`src/rtl/iter_divider_pkg.sv`:
```
// rtl/iter_divider_pkg.sv - shared encodings and constants for the iterative RV32M divider
package iter_divider_pkg;

  localparam logic [1:0] OP_DIV  = 2'b00;
  localparam logic [1:0] OP_DIVU = 2'b01;
  localparam logic [1:0] OP_REM  = 2'b10;
  localparam logic [1:0] OP_REMU = 2'b11;

  localparam int DIV_ITER = 32;
  localparam int CNT_W    = 5;

  localparam logic [31:0] ALL_ONES = 32'hFFFF_FFFF;
  localparam logic [31:0] INT_MIN  = 32'h8000_0000;

  typedef enum logic [2:0] {
    ST_IDLE,
    ST_ABS_A,
    ST_ABS_B,
    ST_CALC,
    ST_NEG_Q,
    ST_NEG_R,
    ST_DONE
  } div_state_e;

endpackage

```
`src/rtl/carry_select_adder.sv`:
```
// rtl/carry_select_adder.sv - carry-select adder built from ripple blocks with precomputed carry-in 0/1 sums
module carry_select_adder #(
  parameter int WIDTH = 32,
  parameter int BLOCK = 4
) (
  input  logic [WIDTH-1:0] a_i,
  input  logic [WIDTH-1:0] b_i,
  input  logic             cin_i,
  output logic [WIDTH-1:0] sum_o,
  output logic             cout_o
);

  localparam int NB = WIDTH / BLOCK;

  logic [NB:0] carry;

  assign carry[0] = cin_i;

  for (genvar g = 0; g < NB; g++) begin : g_blk
    logic [BLOCK:0] s0;
    logic [BLOCK:0] s1;

    // Both candidate sums are ready before the block's carry-in settles.
    assign s0 = {1'b0, a_i[g*BLOCK +: BLOCK]} + {1'b0, b_i[g*BLOCK +: BLOCK]};
    assign s1 = {1'b0, a_i[g*BLOCK +: BLOCK]} + {1'b0, b_i[g*BLOCK +: BLOCK]} + (BLOCK+1)'(1);

    assign sum_o[g*BLOCK +: BLOCK] = carry[g] ? s1[BLOCK-1:0] : s0[BLOCK-1:0];
    assign carry[g+1]              = carry[g] ? s1[BLOCK]     : s0[BLOCK];
  end

  assign cout_o = carry[NB];

endmodule

```
`src/rtl/iter_divider.sv`:
```
// rtl/iter_divider.sv - multi-cycle restoring divider for DIV/DIVU/REM/REMU sharing one adder
module iter_divider
  import iter_divider_pkg::*;
#(
  parameter int XLEN          = 32,
  parameter bit EARLY_SPECIAL = 1'b1
) (
  input  logic            clk,
  input  logic            rst_n,
  input  logic            flush,
  input  logic            in_valid,
  output logic            in_ready,
  input  logic [1:0]      op,
  input  logic [XLEN-1:0] dividend,
  input  logic [XLEN-1:0] divisor,
  output logic            out_valid,
  input  logic            out_ready,
  output logic [XLEN-1:0] result
);

  localparam logic [CNT_W-1:0] CNT_LAST = CNT_W'(DIV_ITER - 1);

  div_state_e      state_q;
  logic [1:0]      op_q;
  logic [XLEN-1:0] q_q;
  logic [XLEN-1:0] r_q;
  logic [XLEN-1:0] b_q;
  logic [XLEN-1:0] result_q;
  logic [CNT_W-1:0] cnt_q;
  logic            negq_q;
  logic            negr_q;
  logic            out_valid_q;

  logic [XLEN-1:0] add_a;
  logic [XLEN-1:0] add_b;
  logic            add_cin;
  logic [XLEN-1:0] add_sum;
  logic            add_cout;

  logic            signed_op;
  logic            is_rem;
  logic [XLEN-1:0] rs_d;
  logic            ok_d;
  logic            in_signed;
  logic            div_zero;
  logic            ovf;

  assign signed_op = (op_q == OP_DIV) || (op_q == OP_REM);
  assign is_rem    = op_q[1];
  assign rs_d      = {r_q[XLEN-2:0], q_q[XLEN-1]};
  // The bit shifted out of r is the 33rd bit of the trial compare.
  assign ok_d      = r_q[XLEN-1] | add_cout;

  assign in_signed = ~op[0];
  assign div_zero  = (divisor == '0);
  assign ovf       = in_signed && (dividend == INT_MIN) && (divisor == ALL_ONES);

  always_comb begin
    add_a   = '0;
    add_b   = '0;
    add_cin = 1'b0;
    case (state_q)
      ST_ABS_A: begin add_a = ~q_q; add_cin = 1'b1; end
      ST_ABS_B: begin add_a = ~b_q; add_cin = 1'b1; end
      ST_CALC:  begin add_a = rs_d; add_b = ~b_q; add_cin = 1'b1; end
      ST_NEG_Q: begin add_a = ~q_q; add_cin = 1'b1; end
      ST_NEG_R: begin add_a = ~r_q; add_cin = 1'b1; end
      default:  ;
    endcase
  end

  carry_select_adder #(
    .WIDTH (XLEN),
    .BLOCK (4)
  ) u_adder (
    .a_i    (add_a),
    .b_i    (add_b),
    .cin_i  (add_cin),
    .sum_o  (add_sum),
    .cout_o (add_cout)
  );

  always_ff @(posedge clk or negedge rst_n) begin
    if (!rst_n) begin
      state_q     <= ST_IDLE;
      op_q        <= '0;
      q_q         <= '0;
      r_q         <= '0;
      b_q         <= '0;
      result_q    <= '0;
      cnt_q       <= '0;
      negq_q      <= 1'b0;
      negr_q      <= 1'b0;
      out_valid_q <= 1'b0;
    end else if (flush) begin
      state_q     <= ST_IDLE;
      out_valid_q <= 1'b0;
    end else begin
      case (state_q)
        ST_IDLE: begin
          if (in_valid) begin
            op_q   <= op;
            q_q    <= dividend;
            b_q    <= divisor;
            r_q    <= '0;
            cnt_q  <= '0;
            // Divide-by-zero must yield all ones even when the full iteration runs.
            negq_q <= in_signed & (dividend[XLEN-1] ^ divisor[XLEN-1]) & ~div_zero;
            negr_q <= in_signed & dividend[XLEN-1];
            if (EARLY_SPECIAL && (div_zero || ovf)) begin
              result_q    <= div_zero ? (op[1] ? dividend : ALL_ONES)
                                      : (op[1] ? '0 : INT_MIN);
              out_valid_q <= 1'b1;
              state_q     <= ST_DONE;
            end else begin
              state_q <= ST_ABS_A;
            end
          end
        end
        ST_ABS_A: begin
          if (signed_op && q_q[XLEN-1]) q_q <= add_sum;
          state_q <= ST_ABS_B;
        end
        ST_ABS_B: begin
          if (signed_op && b_q[XLEN-1]) b_q <= add_sum;
          state_q <= ST_CALC;
        end
        ST_CALC: begin
          r_q   <= ok_d ? add_sum : rs_d;
          q_q   <= {q_q[XLEN-2:0], ok_d};
          cnt_q <= cnt_q + 1'b1;
          if (cnt_q == CNT_LAST) state_q <= ST_NEG_Q;
        end
        ST_NEG_Q: begin
          if (negq_q) q_q <= add_sum;
          state_q <= ST_NEG_R;
        end
        ST_NEG_R: begin
          result_q    <= is_rem ? (negr_q ? add_sum : r_q) : q_q;
          out_valid_q <= 1'b1;
          state_q     <= ST_DONE;
        end
        ST_DONE: begin
          if (out_ready) begin
            out_valid_q <= 1'b0;
            state_q     <= ST_IDLE;
          end
        end
        default: begin
          state_q     <= ST_IDLE;
          out_valid_q <= 1'b0;
        end
      endcase
    end
  end

  assign in_ready  = (state_q == ST_IDLE);
  assign out_valid = out_valid_q;
  assign result    = result_q;

endmodule
```
`config.mk`:
```
export PLATFORM = sky130hd
export DESIGN_NAME = iter_divider
export DESIGN_NICKNAME = d
export VERILOG_FILES = /design/src/rtl/iter_divider_pkg.sv /design/src/rtl/carry_select_adder.sv /design/src/rtl/iter_divider.sv
export SDC_FILE = /design/constraint.sdc
export NUM_CORES = 1
export LEC_CHECK = 0
export BUFFER_PORTS_ARGS = -buffer_cell sky130_fd_sc_hd__buf_2
export CAP_MARGIN = 10
export CORE_ASPECT_RATIO = 1.25
export CORE_MARGIN = 1.5
export CORE_UTILIZATION = 40
export DETAILED_ROUTE_END_ITERATION = 12
export GPL_ROUTABILITY_DRIVEN = 0
export PLACE_DENSITY = 0.7
export SYNTH_ARGS = -nofsm -noshare
export SYNTH_HDL_FRONTEND = slang
export SYNTH_SLANG_ARGS = --single-unit
```
`constraint.sdc`:
```
create_clock -name clk -period 8.3 [get_ports clk]
set_input_delay 2.075 -clock clk [delete_from_list [all_inputs] [get_ports clk]]
set_output_delay 2.075 -clock clk [all_outputs]
set_load 0.03 [all_outputs]
```
==> flow_summary.toml, run 1 <==
[hold_path]
hp-class = "reg2reg"
worstHoldPathCells = 2
hold_end = "result[3]"
min_from = "result[3]"

[worst_setup_path]
arrival_ps = 7660
cp-end-kind = "register"
critical_path_class = "reg2reg"
cp.required_ps = 8650
startpoint_type = "register"
timing.rr.end = "r_q[6]"
r2r_cells = 19
r2r_slack_ps = 1000
worstPathMaxFanout = 22
r2r-start = "state_q[1]"

[global_routing]
antenna_found_initial = 0
grt_pass1_wl_mm = 60.26
grt_overflow = 0
grt_pass1_vias = 10820
track_usage = 0.2759
grt_max_degree = 79

[layout]
areaGrowthSynthToFinish_pct = 12.45
final_cell_mix = "nor2_1, a21oi_1, dfrtp_1, nand2_1, buf_2"
mostFrequentLayoutCell = "nor2_1"
multi_input_area_um2 = 6872
fillers = 2685
seq_area_um2 = 3535
drive_gt1_frac = 0.1321
nets = 1570

[cts]
htree_levels = 4
cts.repair.resized = 0
clk_pin_slew_ps = 70
cts_root_buf = "clkbuf_16"
cts_max_path_buffers = 2
clkLatencyLatePin_ps = 450
clock_sink_count = 141
cts_inserted_buffers = 17
cts_tree = "done"
post-cts-setup-buffers = 0
postCtsHoldBufs = 0

[power_and_ir_drop]
vdd_drop_max_mv = 0.1399
power.density_nw_per_um2 = 355.2
power_mw = 4.372
leakage_nw = 5.286

[synthesis]
synth.avg_cell_area_um2 = 7.763
syn-cell-area_um2 = 10950
yosysWarningCount = 0
synth_cell_type_count = 60
synth.net_count = 1531
synthCells = 1410
synth_top_flop_cell = "dfrtp_1"
ys_ff_latch = 141
yosysSeqAreaShare = 0.3224
synth_edf_count = 0
async_reset_ff_frac = 1.000

[sta]
setup_violations = 0
clock_skew_ps = 13.72
hold_viol = 0
period_share = 0.8800
fin_crit_ps = 7304
relSlewSlack = 0.2133
worstMarginPinSlew_ps = 1180
finalMaxSlewViolations = 0
fin_setup_tns_ps = 0
fmax_ghz = 0.1369
layout_setup_ws_ps = 995.7
grt_setup_unrepaired = "false"

[floorplanning]
die_y_um = 187.9
rows = 67
coreArea_um2 = 26830
die_x_um = 151.0
design.die.area_um2 = 28370
initial_utilization = 0.4080
io_pins = 105

[flow_run]
drv_cap = 0

[route]
firstDrtPassIters = 5
ant_nets = 0
via_per_inst = 6.102
drtIter0Drc = 852
wl_per_cell_um = 20.78
wl_mm = 37.56
vias = 11030
drc = 0

[placed_design]
hpwl_mm = 25.96
portBuffers = 104
place_ws_ps = 1039

[outcome]
status = "completed"
-- metal layers --
layer / global-route usage / routed length (µm) / vias to the layer above
met5: 0 / 0 / -
met3: 0.05012 / 2573 / 96
li1: - / - / 5106
met2: 0.4355 / 17400 / 470
met4: 0.1460 / 1768 / 0
met1: 0.3557 / 15810 / 5355
-- flip-flops by register name (all words and copies together), names as in the netlist, 2 cells and up --
register,cells
b_q,32
op_q,2
result,32
cnt_q,5
r_q,32
q_q,32
state_q,3
-- report_power, final --
group	internal, mW	switching (mW)	leakage [nW]
clock	0.534	0.339	0.311
sequential	0.934	0.282	1.79
combinational	0.770	1.51	3.18
total	2.24	2.13	5.29
-- per-stage QoR --
step	hold WS (ps)	std cells	util	area [µm²]
2_1_floorplan	444.3	1410	-	10950
3_3_place_gp	447.2	1775	0.4347	11660
3_5_place_dp	452.4	1775	0.4347	11660
4_1_cts	466.1	1806	0.4587	12310
5_1_grt	490.8	1806	0.4587	12310
6_report	462.2	1807	0.4588	12310
-- kinds of logic (layout without fill, tap and decap cells) --
family,after synthesis,count (layout),share of synthesized area
buffers and inverters,142,193,0.05167
muxes,73,73,0.07007
AOI/OAI and AO/OA,407,407,0.2305
adders and majority gates,50,50,0.06264
DFF,141,141,0.3224
other,0,1,0
xor gates and xnor gates,49,49,0.03921
and+or+nand+nor,548,548,0.2236
-- synthesized netlist by cell type, drive strengths merged, types with 2 or more instances --
master / instances / area (µm²)
a21o: 12 / 90.09
o22ai: 34 / 212.7
a21oi: 163 / 815.8
o31ai: 24 / 240.2
or3b: 4 / 35.03
mux2i: 70 / 729.4
and3: 3 / 18.77
nor4b: 2 / 17.52
xnor2: 25 / 219.0
nand4: 19 / 118.9
o21ai: 85 / 425.4
xor2: 24 / 210.2
dfrtp: 141 / 3528
a211oi: 15 / 112.6
nor2b: 7 / 43.79
nand3: 46 / 230.2
nor3: 9 / 45.04
o32a: 2 / 20.02
nand3b: 3 / 22.52
buf: 19 / 103.9
o221ai: 15 / 131.4
nand2: 134 / 503.0
a311oi: 2 / 17.52
fa: 8 / 160.2
and2: 22 / 137.6
o311ai: 6 / 52.55
mux2: 3 / 37.53
a22oi: 5 / 37.54
inv: 37 / 138.9
ha: 42 / 525.5
or2: 3 / 18.77
nor2: 252 / 945.9
nand2b: 19 / 118.9
nor4: 16 / 115.1
nand4b: 4 / 35.03
a31oi: 10 / 62.56
clkbuf: 86 / 322.8
a221oi: 26 / 227.7
-- worst max-delay path: stages (launching register included) --
cell and delay [ps]:
dfrtp_1 830, nand2_1 600, o22ai_1 340, ha_1 210
inv_1 70, fa_1 460, xnor2_1 290, nand4_1 210
o311a_1 370, nor4_4 360, mux2i_1 410, mux2i_1 370
mux2i_1 410, mux2i_2 380, mux2_4 380, mux2i_4 200
mux2i_4 600, buf_4 380, nor2_1 100, o31ai_2 220
-- area by class of cell --
cell class,instances,area share
Antenna cell,1,0.0002033
Clock inverter,13,0.01748
Tap cell,345,0.03507
Multi-Input combinational cell,1127,0.5583
Timing Repair Buffer,125,0.05561
Inverter,37,0.01128
Sequential cell,141,0.2872
Clock buffer,18,0.03487
-- worst max path at each step --
| stage | start | to | slack, ps | cells after the start |
|---|---|---|---|---|
| after floorplan | state_q[2] | r_q[20] | 2050 | 23 |
| after detailed placement | state_q[1] | r_q[1] | 1040 | 19 |
| after global placement | state_q[1] | r_q[1] | 1310 | 19 |
| after CTS | state_q[1] | r_q[1] | 1020 | 19 |
| final | state_q[1] | r_q[6] | 1000 | 19 |
| after global routing | state_q[1] | r_q[5] | 530 | 19 |
Power figures use the tool's default switching activity.
==> inputs of run 2 (changes only) <==
--- a/config.mk
+++ b/config.mk
@@ -5,11 +5,12 @@
 export SDC_FILE = /design/constraint.sdc
 export NUM_CORES = 1
 export LEC_CHECK = 0
-export BUFFER_PORTS_ARGS = -buffer_cell sky130_fd_sc_hd__buf_2
+export BUFFER_PORTS_ARGS = -buffer_cell sky130_fd_sc_hd__clkbuf_2
 export CAP_MARGIN = 10
 export CORE_ASPECT_RATIO = 1.25
 export CORE_MARGIN = 1.5
 export CORE_UTILIZATION = 40
+export CTS_CLUSTER_SIZE = 24
 export DETAILED_ROUTE_END_ITERATION = 12
 export GPL_ROUTABILITY_DRIVEN = 0
 export PLACE_DENSITY = 0.7
==> run 2 against run 1 <==
Combinational power hardly changed. Sequential share of layout area increased by 0.20 points. Critical endpoint is now r_q[2]. Clock power fell by 12%. Sequential cell count unchanged. Register-to-register slack worse by 70 ps. Clock-buffer cell count rose by 2. First-iteration DRC count rose by 16%.
==> flow_summary.toml, run 2 (synthesized netlist as in run 1, its figures left out) <==
[outcome]
status = "completed"

[layout]
n_antenna_cell = 0
utilization = 0.4557
final_cell_mix = "nor2_1, a21oi_1, dfrtp_1, nand2_1, clkbuf_2"
mostFrequentLayoutCell = "nor2_1"
nets = 1569
areaGrowthSynthToFinish_pct = 11.68
drive_gt1_frac = 0.1321

[worst_setup_path]
cp.required_ps = 8650
critical_path_class = "reg2reg"
cp-end-kind = "register"
crit_chain = "nand2_1 > o22ai_1 > ha_1 > inv_1 > fa_1 > xnor2_1 > nand4_1 > o311a_1 > nor4_4 > mux2i_1 > mux2i_1 > mux2i_1 > mux2i_2 > mux2_4 > mux2i_4 > mux2i_4 > buf_4 > nor2_1 > o31ai_2"
cpPeakStageDelay_ps = 850
cpMaxStageDelayCell = "dfrtp_1"
startpoint_type = "register"
arrival_ps = 7720
cp_common_cell = "mux2i_1"
worstPathMaxFanout = 22

[cts]
post-cts-setup-buffers = 0
clk_pin_slew_ps = 60
htree_levels = 4
cts_inserted_buffers = 17
postCtsHoldBufs = 0
clkLatencyLatePin_ps = 450
clock_sink_count = 141
cts_tree = "done"
cts.repair.resized = 0
cts_root_buf = "clkbuf_16"
cts_max_path_buffers = 2

[sta]
fin_crit_ps = 7375
setup_violations = 0
holdWs_ps = 464.0
clock_skew_ps = 15.29
period_share = 0.8886
worstMarginPinSlew_ps = 1123
finalMaxSlewViolations = 0
relSlewSlack = 0.2406
fmax_ghz = 0.1356
fin_setup_tns_ps = 0
hold_viol = 0
grt_setup_unrepaired = "false"

[global_routing]
grt_overflow = 0
grt_max_degree = 81
grt_pass1_wl_mm = 58.66
track_usage = 0.2679
grt_pass1_vias = 10560
antenna_found_initial = 0

[route]
firstDrtPassIters = 5
wl_per_cell_um = 20.57
wl_mm = 37.14
ant_nets = 0
drtIter0Drc = 992
drc = 0
via_per_inst = 6.063
vias = 10950

[placed_design]
portBuffers = 104
hpwl_mm = 25.83

[floorplanning]
die_x_um = 151.0
rows = 67
die_y_um = 187.9
design.die.area_um2 = 28370
io_pins = 105
initial_utilization = 0.4080
coreArea_um2 = 26830

[power_and_ir_drop]
power.density_nw_per_um2 = 348.5
power_mw = 4.260
vdd_drop_max_mv = 0.1500
leakage_nw = 5.240

[flow_run]
drv_cap = 0

[hold_path]
hp-class = "reg2reg"
[run 2: cell count changes in the layout (fill, tap and decap cells not counted)]
cell	change
clkinv_2	+1
buf_2	-103
bufinv_16	-4
buf_4	-1
clkbuf_8	+2
clkinvlp_4	+3
diode_2	-1
clkbuf_2	+103
clkinv_4	-1
[run 2: path summary, 6_finish.rpt]
check,endpoint,start,cells after the start,slack (ps)
worst max-delay path,r_q[2],state_q[1],19,920
worst min-delay path,result[5],result[5],2,460
worst max register to register,r_q[2],state_q[1],19,920
worst min register to register,result[5],result[5],2,460
max in group asynchronous,state_q[0],rst_n,2,5160
min in group asynchronous,result[6],rst_n,1,1690
[run 2: final cells by class]
class,instances,area (µm²)
inverters,37,138.9
flip-flops and latches,141,3535
well taps,345,431.7
repair buffers,124,676.9
clock inverters,12,113.9
fillers,2644,14600
clock buffers,20,456.7
multi-input cells,1127,6872
[run 2: metal layers]
layer	global-route usage	vias up	wire, µm
met5	0	-	0
met4	0.1505	0	1815
met3	0.05231	97	3257
met2	0.4169	521	17010
met1	0.3447	5231	15060
li1	-	5100	-
[run 2: critical path, delay by kind of cell, from the launching register on]
family | cells | cell delay (ps)
AOI/OAI and AO/OA | 3 | 930
buffers and inverters | 2 | 430
DFF | 1 | 850
xor gates and xnor gates | 1 | 300
adders and majority gates | 2 | 660
and+or+nand+nor | 4 | 1310
muxes | 7 | 2760
[run 2: per-stage QoR]
stage | cell area [µm²] | cells | setup WS, ps
after global placement | 11650 | 1774 | 1294
final | 12220 | 1806 | 924.8
after detailed placement | 11650 | 1774 | 1015
after global routing | 12220 | 1806 | 489.6
after floorplan | 10950 | 1410 | 2048
after CTS | 12220 | 1806 | 986.5
[run 2: where the power goes]
group | switching [mW] | internal [mW] | leakage (nW)
logic | 1.51 | 0.766 | 3.18
registers | 0.286 | 0.934 | 1.79
clock network | 0.334 | 0.430 | 0.269
total | 2.13 | 2.13 | 5.24
==> inputs of run 3 (changes only) <==
--- a/config.mk
+++ b/config.mk
@@ -9,11 +9,11 @@
 export CAP_MARGIN = 10
 export CORE_ASPECT_RATIO = 1.25
 export CORE_MARGIN = 1.5
-export CORE_UTILIZATION = 40
+export CORE_UTILIZATION = 60
 export CTS_CLUSTER_SIZE = 24
 export DETAILED_ROUTE_END_ITERATION = 12
 export GPL_ROUTABILITY_DRIVEN = 0
-export PLACE_DENSITY = 0.7
+export PLACE_DENSITY = 0.93
 export SYNTH_ARGS = -nofsm -noshare
 export SYNTH_HDL_FRONTEND = slang
 export SYNTH_SLANG_ARGS = --single-unit
==> constraint.sdc (replaced) <==
create_clock -name clk -period 8.9 [get_ports clk]
set_input_delay 2.225 -clock clk [delete_from_list [all_inputs] [get_ports clk]]
set_output_delay 2.225 -clock clk [all_outputs]
set_load 0.03 [all_outputs]
==> run 3 against run 2 <==
Global-route usage rose by 12 points. Sequential power barely moved. Final area fell by 1.1%. Combinational power fell by 8.8%. Clock-buffer cell count fell by 3. Via count rose by 7.1%. Worst setup slack improved by 220 ps. Power fell by 4.5%. Core utilization rose by 22 points. Final cell count fell by 6.6%. Critical endpoint is now r_q[10]. Largest cell class unchanged. Largest power group unchanged. Highest routed layer unchanged.
==> flow_summary.toml, run 3 (synthesized netlist as in run 1, its figures left out) <==
[outcome]
status = "completed"

[floorplanning]
design.die.area_um2 = 19070
die_x_um = 123.8
io_pins = 105
rows = 55
die_y_um = 154.0
coreArea_um2 = 17960
initial_utilization = 0.6094

[cts]
cts_tree = "done"
cts_max_path_buffers = 2
postCtsHoldBufs = 0
cts_inserted_buffers = 17
clkLatencyLatePin_ps = 450
clk_pin_slew_ps = 70
post-cts-setup-buffers = 0
cts.repair.resized = 0
clock_sink_count = 141
cts_root_buf = "clkbuf_16"
htree_levels = 4

[route]
vias = 11720
drtIter0Drc = 1624
routed.top_layer = "met4"
ant_nets = 0
wl_met2_mm = 16.27
via_per_inst = 6.948
wl_mm = 36.21
met1_length_mm = 12.88
drc = 0
met3WireLength_mm = 4.265
firstDrtPassIters = 8
wl_per_cell_um = 21.46

[layout]
nets = 1566
utilization = 0.6733
drive_gt1_frac = 0.1289
mostFrequentLayoutCell = "nor2_1"
final_cell_mix = "nor2_1, a21oi_1, dfrtp_1, nand2_1, clkbuf_2"
areaGrowthSynthToFinish_pct = 10.48

[sta]
finalMaxSlewViolations = 0
fin_setup_tns_ps = 0
relSlewSlack = 0.1849
grt_setup_unrepaired = "false"
worstMarginPinSlew_ps = 1220
clock_skew_ps = 11.77
period_share = 0.8712
fin_crit_ps = 7754
fmax_ghz = 0.1290
hold_viol = 0
setup_violations = 0

[global_routing]
track_usage = 0.3911
antenna_found_initial = 0
grt_max_degree = 113
grt_pass1_vias = 11400
grt_overflow = 0
grt_pass1_wl_mm = 57.71

[power_and_ir_drop]
seqPwrFrac = 0.301
power_frac_comb = 0.511
leakage_nw = 5.240
pwr-share-clk = 0.188
p_switching_mw = 2.041
vdd_drop_max_mv = 0.2079
p_int_mw = 2.029
swShare = 0.5015
power.density_nw_per_um2 = 336.6

[worst_setup_path]
critical_path_class = "reg2reg"
arrival_ps = 8110
cp.required_ps = 9260
startpoint_type = "register"
worstPathMaxFanout = 112
cp-end-kind = "register"

[flow_run]
drv_cap = 0

[placed_design]
hpwl_mm = 24.10
portBuffers = 104

[hold_path]
hp-class = "reg2reg"
run 3: changes by cell type in the layout (fill, tap and decap cells not counted), sizes merged:
cell,change
diode,+1
clkinv,-1
bufinv,+2
buf,-3
clkbuf,-3
inv,+2
run 3: path summary, 6_finish.rpt:
path                       startpoint          to  slack, ps  depth (start not counted)
setup / recovery           state_q[0]     r_q[10]       1150                         22
max in group asynchronous       rst_n  state_q[0]       5580                          2
hold / removal              result[9]   result[9]        470                          2
hold reg to reg             result[9]   result[9]        470                          2
min in group asynchronous       rst_n      b_q[9]       1760                          1
setup reg to reg           state_q[0]     r_q[10]       1150                         22
run 3: area by class of cell:
cell class	count	area (µm²)
Timing Repair Buffer	121	654.4
Fill cell	1386	5868
Tap cell	228	285.3
Clock inverter	15	186.4
Multi-Input combinational cell	1127	6865
Inverter	37	138.9
Clock buffer	17	425.4
Sequential cell	141	3535
Antenna cell	1	2.502
run 3: through the flow:
| step | hold WS, ps | power (mW) | instance area [µm²] | worst slack [ps] | instances |
|---|---|---|---|---|---|
| 2_1_floorplan | 444.3 | 2.632 | 10950 | 2648 | 1410 |
| 3_3_place_gp | 448.8 | 3.103 | 11480 | 1640 | 1654 |
| 3_5_place_dp | 460.0 | 3.206 | 11480 | 1333 | 1654 |
| 4_1_cts | 476.4 | 3.986 | 12090 | 1274 | 1686 |
| 5_1_grt | 503.4 | 4.309 | 12090 | 708.5 | 1686 |
| 6_report | 474.4 | 4.070 | 12090 | 1146 | 1687 |
run 3: metal layers:
layer  up-vias  global-route usage
met3       239              0.1039
met4         0              0.2901
met1      5435              0.4732
li1       5103                   -
met5         -                   0
met2       945              0.5906
run 3: power by group through the flow:
stage | Combinational [mW] | Sequential, mW | Clock [mW]
after floorplan | 1.46 | 1.17 | 0
after global placement | 1.91 | 1.19 | 0
after detailed placement | 2.00 | 1.21 | 0
after CTS | 2.03 | 1.20 | 0.756
after global routing | 2.27 | 1.25 | 0.785
final | 2.08 | 1.22 | 0.765
run 3: worst max-delay path, stage by stage (launching register included):
cell and delay [ps]:
dfrtp_4 1140, nand2b_1 700, nor2_1 80, a21oi_1 130
o22ai_1 110, ha_1 250, inv_1 80, fa_1 420
inv_1 110, ha_1 180, nand4_1 140, o311a_1 370
nor4_4 360, mux2i_1 330, mux2i_1 500, mux2i_1 380
mux2i_2 430, mux2_4 390, mux2i_4 210, mux2i_4 240
buf_4 510, mux2_2 400, o21ai_1 140
